$ cat src/rtl/rx_engine_stream.sv
// rtl/rx_engine_stream.sv - receive-side Ethernet engine: preamble strip, address/type filter, FCS check, payload stream
//
// Ports:
//   clk, reset_n            receive byte clock, asynchronous active-low reset
//   local_mac_addr          accepted unicast destination (broadcast always accepted)
//   ethertype               accepted ethertype
//   promiscuous             1 = accept any destination
//   jumboframes             1 = MAX_JUMBO length limit, 0 = MAX_STD
//   int_rx_din/dv/er        byte stream from the reconciliation layer
//   rxd_data/valid/sof      payload byte stream (FCS never emitted)
//   rxd_eof/err             one-cycle status beat per accepted frame
//   rx_count/rx_err_count   good / bad accepted-frame counters
module rx_engine_stream #(
    parameter int MAX_STD   = 1518,
    parameter int MAX_JUMBO = 9018,
    parameter int MIN_LEN   = 64
) (
    input  logic        clk,
    input  logic        reset_n,
    input  logic [47:0] local_mac_addr,
    input  logic [15:0] ethertype,
    input  logic        promiscuous,
    input  logic        jumboframes,
    input  logic [7:0]  int_rx_din,
    input  logic        int_rx_dv,
    input  logic        int_rx_er,
    output logic [7:0]  rxd_data,
    output logic        rxd_valid,
    output logic        rxd_sof,
    output logic        rxd_eof,
    output logic        rxd_err,
    output logic [31:0] rx_count,
    output logic [31:0] rx_err_count
);

    typedef enum logic [2:0] {IDLE, PREAMBLE, HEADER, PAYLOAD, DROP} state_t;

    localparam logic [13:0] MIN_L = 14'(MIN_LEN);
    localparam logic [31:0] CRC_RESIDUE = 32'hC704DD7B;

    function automatic logic [31:0] crc_byte(input logic [31:0] c, input logic [7:0] d);
        logic [31:0] r;
        r = c;
        for (int i = 0; i < 8; i++)
            r = (r[0] ^ d[i]) ? ((r >> 1) ^ 32'hEDB88320) : (r >> 1);
        return r;
    endfunction

    function automatic logic [31:0] bit_rev(input logic [31:0] c);
        logic [31:0] r;
        for (int i = 0; i < 32; i++)
            r[i] = c[31-i];
        return r;
    endfunction

    state_t          state;
    logic [7:0]      din_q;
    logic            dv_q, er_q, dv_prev;
    logic [31:0]     crc;
    logic [13:0]     len;
    logic [39:0]     hdr;
    logic [3:0][7:0] dl;
    logic [2:0]      dl_cnt;
    logic            sof_pend;
    logic            er_seen;

    logic [13:0] len_next, max_len;
    logic [47:0] dst_word;
    logic [15:0] type_word;
    logic [31:0] crc_next;
    logic        frame_bad;

    always_comb begin
        len_next  = (len == 14'h3FFF) ? len : len + 14'd1;
        max_len   = jumboframes ? 14'(MAX_JUMBO) : 14'(MAX_STD);
        dst_word  = {hdr[39:0], din_q};
        type_word = {hdr[7:0], din_q};
        crc_next  = crc_byte(crc, din_q);
        // The reflected register holds the bit-reversed residue after the FCS.
        frame_bad = (bit_rev(crc) != CRC_RESIDUE) || er_seen ||
                    (len < MIN_L) || (len > max_len);
    end

    always_ff @(posedge clk or negedge reset_n) begin
        if (!reset_n) begin
            state        <= IDLE;
            din_q        <= 8'h00;
            // dv history resets high so a frame already in progress at reset
            // release does not look like a start edge.
            dv_q         <= 1'b1;
            dv_prev      <= 1'b1;
            er_q         <= 1'b0;
            crc          <= 32'hFFFFFFFF;
            len          <= 14'd0;
            hdr          <= 40'd0;
            dl           <= '0;
            dl_cnt       <= 3'd0;
            sof_pend     <= 1'b0;
            er_seen      <= 1'b0;
            rxd_data     <= 8'h00;
            rxd_valid    <= 1'b0;
            rxd_sof      <= 1'b0;
            rxd_eof      <= 1'b0;
            rxd_err      <= 1'b0;
            rx_count     <= 32'd0;
            rx_err_count <= 32'd0;
        end else begin
            din_q     <= int_rx_din;
            dv_q      <= int_rx_dv;
            er_q      <= int_rx_er;
            dv_prev   <= dv_q;
            rxd_valid <= 1'b0;
            rxd_sof   <= 1'b0;
            rxd_eof   <= 1'b0;
            rxd_err   <= 1'b0;

            case (state)
                IDLE: begin
                    if (dv_q && !dv_prev) begin
                        er_seen <= er_q;
                        if (din_q == 8'h55) begin
                            state <= PREAMBLE;
                        end else if (din_q == 8'hD5) begin
                            state <= HEADER;
                            crc   <= 32'hFFFFFFFF;
                            len   <= 14'd0;
                        end else begin
                            state <= DROP;
                        end
                    end
                end
                PREAMBLE: begin
                    if (!dv_q) begin
                        state <= IDLE;
                    end else begin
                        er_seen <= er_seen | er_q;
                        if (din_q == 8'hD5) begin
                            state <= HEADER;
                            crc   <= 32'hFFFFFFFF;
                            len   <= 14'd0;
                        end else if (din_q != 8'h55) begin
                            state <= DROP;
                        end
                    end
                end
                HEADER: begin
                    if (!dv_q) begin
                        state <= IDLE;
                    end else begin
                        crc     <= crc_next;
                        len     <= len_next;
                        hdr     <= {hdr[31:0], din_q};
                        er_seen <= er_seen | er_q;
                        if (len == 14'd5) begin
                            if (!promiscuous && dst_word != local_mac_addr &&
                                dst_word != 48'hFFFF_FFFF_FFFF)
                                state <= DROP;
                        end else if (len == 14'd13) begin
                            if (type_word == ethertype) begin
                                state    <= PAYLOAD;
                                dl_cnt   <= 3'd0;
                                sof_pend <= 1'b1;
                            end else begin
                                state <= DROP;
                            end
                        end
                    end
                end
                PAYLOAD: begin
                    if (!dv_q) begin
                        // Last four bytes in the delay line are the FCS; discard them.
                        rxd_eof <= 1'b1;
                        rxd_err <= frame_bad;
                        if (frame_bad) rx_err_count <= rx_err_count + 32'd1;
                        else           rx_count     <= rx_count + 32'd1;
                        dl_cnt  <= 3'd0;
                        state   <= IDLE;
                    end else begin
                        crc     <= crc_next;
                        len     <= len_next;
                        er_seen <= er_seen | er_q;
                        dl      <= {dl[2:0], din_q};
                        if (dl_cnt == 3'd4) begin
                            if (len_next <= max_len) begin
                                rxd_valid <= 1'b1;
                                rxd_data  <= dl[3];
                                rxd_sof   <= sof_pend;
                                sof_pend  <= 1'b0;
                            end
                        end else begin
                            dl_cnt <= dl_cnt + 3'd1;
                        end
                    end
                end
                DROP: begin
                    if (!dv_q) state <= IDLE;
                end
                default: state <= IDLE;
            endcase
        end
    end

endmodule

$ cat config.mk
export PLATFORM = sky130hd
export DESIGN_NAME = rx_engine_stream
export DESIGN_NICKNAME = d
export VERILOG_FILES = /design/src/rtl/rx_engine_stream.sv
export SDC_FILE = /design/constraint.sdc
export NUM_CORES = 1
export LEC_CHECK = 0
export BUFFER_PORTS_ARGS = -buffer_cell sky130_fd_sc_hd__buf_2
export CORE_MARGIN = 2
export CORE_UTILIZATION = 53
export DETAILED_ROUTE_END_ITERATION = 10
export MAX_ROUTING_LAYER = met4
export PLACE_DENSITY = 0.74
export SLEW_MARGIN = 20
export SYNTH_ARGS = -nofsm -noshare
export SYNTH_HDL_FRONTEND = slang
export SYNTH_SLANG_ARGS = --single-unit
$ cat constraint.sdc
create_clock -name clk -period 4.5 [get_ports clk]
set_input_delay 0.9 -clock clk [delete_from_list [all_inputs] [get_ports clk]]
set_output_delay 0.9 -clock clk [all_outputs]
set_load 0.02 [all_outputs]
==> impl_results.md <==
- Status: finished, final reports clean
- Pleak: between 0.006 and 0.007 uW
- Core box area: approximately 0.021 sq mm
- Crit path largest cell delay: roughly 0.55 ns
- EDFF count, synth: 0
- Vias per cell: 5.64
- Final core occ: 62.6%
- Port bufs: roughly 150
- Number of fill cells: around 1,800
- Pre-antenna DRT Iters: 5
- Final period util: between 80% and 90%
- Clock-pin slew on the worst setup and hold paths: roughly 0.060 ns
- CP startpoint kind: register
- Max frequency: 267 MHz
- Number of distinct library cells after synthesis: 71
- # DRC: 0
- TNS Setup: 0 ns
- Worst r2r src: len[1]
- RSZ-0062 raised after global routing: no
- CP Cell Sequence: ha_1 -> nand4_2 -> nor2_1 -> nand4_1 -> and4_1 -> nand3_1 -> xnor2_1 -> ha_1 -> and4_1 -> nand2_1 -> nor3b_1 -> nand4_1 -> nor2_2 -> o21ai_4 -> and3_2
- Antenna violations before repair: 0
- Vias in the first global route: 8,809
- Max Cap Viol: 0
- CP required: slightly below 5 ns
- CTS tree: built
- Crit. Startpoint: len[1]
- Final worst path period need: around 3.7 ns
- Largest buffer count on any clock path: 3
- Drt wl/cell: 17.4 um
- Gpl congestion: between 0.9 and 1
- HPWL after DPL: between 15 and 20 mm
- Fin nets: around 1,400
- Worst min path class: primary input to async pin
- Synth Register Bits: ~210
- Fin Clk Skew: about 0.013 ns
- Layout cells sized above 1: around a quarter
- Worst skew pair latency: between 0.5 and 0.6 ns
- Hold-fix buffers at CTS: 0
- Max Fanout on Critical Path: 13
- Largest net degree at the start of global routing: ~110
- Post-Synthesis Cells: 1,116
- FF-to-FF path depth: 15
- Die footprint: about 0.022 sq mm
- Seq/Total Area, Yosys: between 40% and 50%
- 1st-iter DRT viols: about 660
- Initial Utilization: a little over half
- FFs w/ async S/R, synth: between 90% and 100%
- Antenna Violating Nets Remaining: 0
- First-pass GRT wire length: ~45 mm
- GRT Total Usage: roughly 25%
- Post CTS Setup Buffer Count: 0
- Final setup fails: 0
- Worst vdd ir: between 0.2 and 0.3 mV
- Mapped Nets: between 1,000 and 1,500
- Warnings, synthesis: 0
- Slowest stage cell, crit path: dfrtp_1
- Cts bufs inserted: 24
- Hold Vio Cnt, Final: 0
- Post-Syn Area: 0.0113 sq mm
- Diode count: 0
- Die Ht: between 100 and 150 um
- Synthesis-to-finish area growth: 16.1%
- Synth Flop Type: dfrtp_1
- PostCTS Resize Cnt: 0
- Slew at the pin closest to its max-slew limit: around 1.0 ns
- Detailed Route WL: 26.9 mm
- Congestion Overflow GR: 0
- CTS Sinks: approximately 210
- Pwr Density: ~380 mW/mm^2
- Io pins: approximately 150
- WP data arrival: between 4 and 5 ns
- DR vias: around 8,700
- Rows: 53
- Fin. max-slew vios: 0
- Crit Path Category: register to register
- CTS root buf: clkbuf_16
- Slew headroom: 32.6%
- H-tree levels: 1
- Setup crit end kind: register
- Avg Cell Area, Syn: between 10 and 15 sq um
- Die width: around 150 um
-- critical path, delay by kind of cell, from the launching register on --
kind	cells	cell delay, ns
adders and majority gates	2	0.56
AOI/OAI and AO/OA	1	0.09
DFF	1	0.55
xor gates and xnor gates	1	0.11
and+or+nand+nor	11	2.31
-- path summary, 6_finish.rpt --
kind,to,slack (ns)
max reg2reg,rxd_valid,0.75
min reg2reg,dv_prev,0.46
max in group asynchronous,rxd_data[4],3.09
min,hdr[14],0.46
min in group clk,dv_prev,0.46
max,rxd_valid,0.75
-- kinds of logic (layout without fill, tap and decap cells) --
| family | count (synthesis) | count (layout) | share of synthesized area, % |
|---|---|---|---|
| AOI/OAI and AO/OA | 126 | 126 | 7.24 |
| xor gates and xnor gates | 206 | 206 | 16.1 |
| adders and majority gates | 21 | 21 | 2.33 |
| buffers and inverters | 77 | 232 | 2.82 |
| DFF | 213 | 213 | 47.6 |
| muxes | 49 | 49 | 4.82 |
| and+or+nand+nor | 424 | 424 | 19.1 |
-- layout make-up --
| cell class | instances | area (sq um) | area share (%) |
|---|---|---|---|
| multi-input cells | 826 | 5620 | 42.9 |
| flip-flops and latches | 213 | 5370 | 41.0 |
| repair buffers | 166 | 885 | 6.74 |
| clock buffers | 40 | 762 | 5.81 |
| well taps | 275 | 344 | 2.62 |
| inverters | 22 | 82.6 | 0.630 |
| clock inverters | 4 | 48.8 | 0.372 |
-- power by group --
group          total, uW  internal, uW  switching (uW)
Sequential          2160          2040             116
Clock               1970          1210             759
Combinational        813           385             427
Total               4930          3630            1300
-- through the flow --
step | total power, uW | area, sq um | setup WS [ns] | hold slack, ns | instances
after floorplan | 2770 | 11300 | 1.18 | 0.360 | 1116
after global placement | 2980 | 12300 | 0.945 | 0.450 | 1502
after detailed placement | 2990 | 12300 | 0.833 | 0.448 | 1502
after CTS | 4970 | 13100 | 0.795 | 0.454 | 1546
after global routing | 5150 | 13100 | 0.424 | 0.464 | 1546
final | 4930 | 13100 | 0.751 | 0.457 | 1546
-- Yosys cell counts (12+ instances only) --
cell | number | area, sq um
dfstp_2 | 34 | 893
dfrtp_1 | 179 | 4480
xor2_1 | 40 | 350
o21ai_0 | 18 | 90.1
nor4_1 | 13 | 81.3
and4_1 | 16 | 140
nand3_1 | 53 | 265
buf_2 | 14 | 70.1
nor3_1 | 12 | 60.1
ha_1 | 21 | 263
nand2_1 | 152 | 571
clkbuf_1 | 36 | 135
mux2_2 | 43 | 484
and3_1 | 25 | 156
nor2_1 | 58 | 218
xnor2_1 | 164 | 1440
inv_1 | 21 | 78.8
a21oi_1 | 49 | 245
nand4_1 | 48 | 300
-- cells in the final DEF (no fill, tap or decap), types with 3 or more instances in the layout --
cell and count:
dfrtp_1 179, xnor2_1 164, nand2_1 152, buf_2 152
nor2_1 56, nand3_1 53, a21oi_1 49, nand4_1 48
mux2_2 43, xor2_1 40, dfstp_2 34, and3_1 25
clkbuf_16 25, inv_1 21, ha_1 21, o21ai_0 18
and4_1 16, nor4_1 13, nor3_1 12, buf_4 12
and2_1 10, a31oi_1 10, o211ai_1 9, clkbuf_8 9
a21boi_0 8, clkbuf_1 7, mux2i_1 6, o22a_1 6
nand2b_1 5, nor2b_1 4, nor4b_1 4, or2_2 3
-- sequential cells by signal, indices dropped and copies added (netlist names), 3 cells and up --
name and flops:
rxd_data 8, rx_count 32, state 3, len 14, crc 32, dl_cnt 3
din_q 8, dl 32, hdr 40, rx_err_count 32
-- metal layers --
layer	global-route usage, %	routed length (um)	up-vias
met5	-	0	-
met4	7.92	762	0
met3	3.87	1290	66
met2	39.3	12900	228
met1	33.9	11900	4281
li1	-	-	4137
Power figures use the tool's default switching activity.
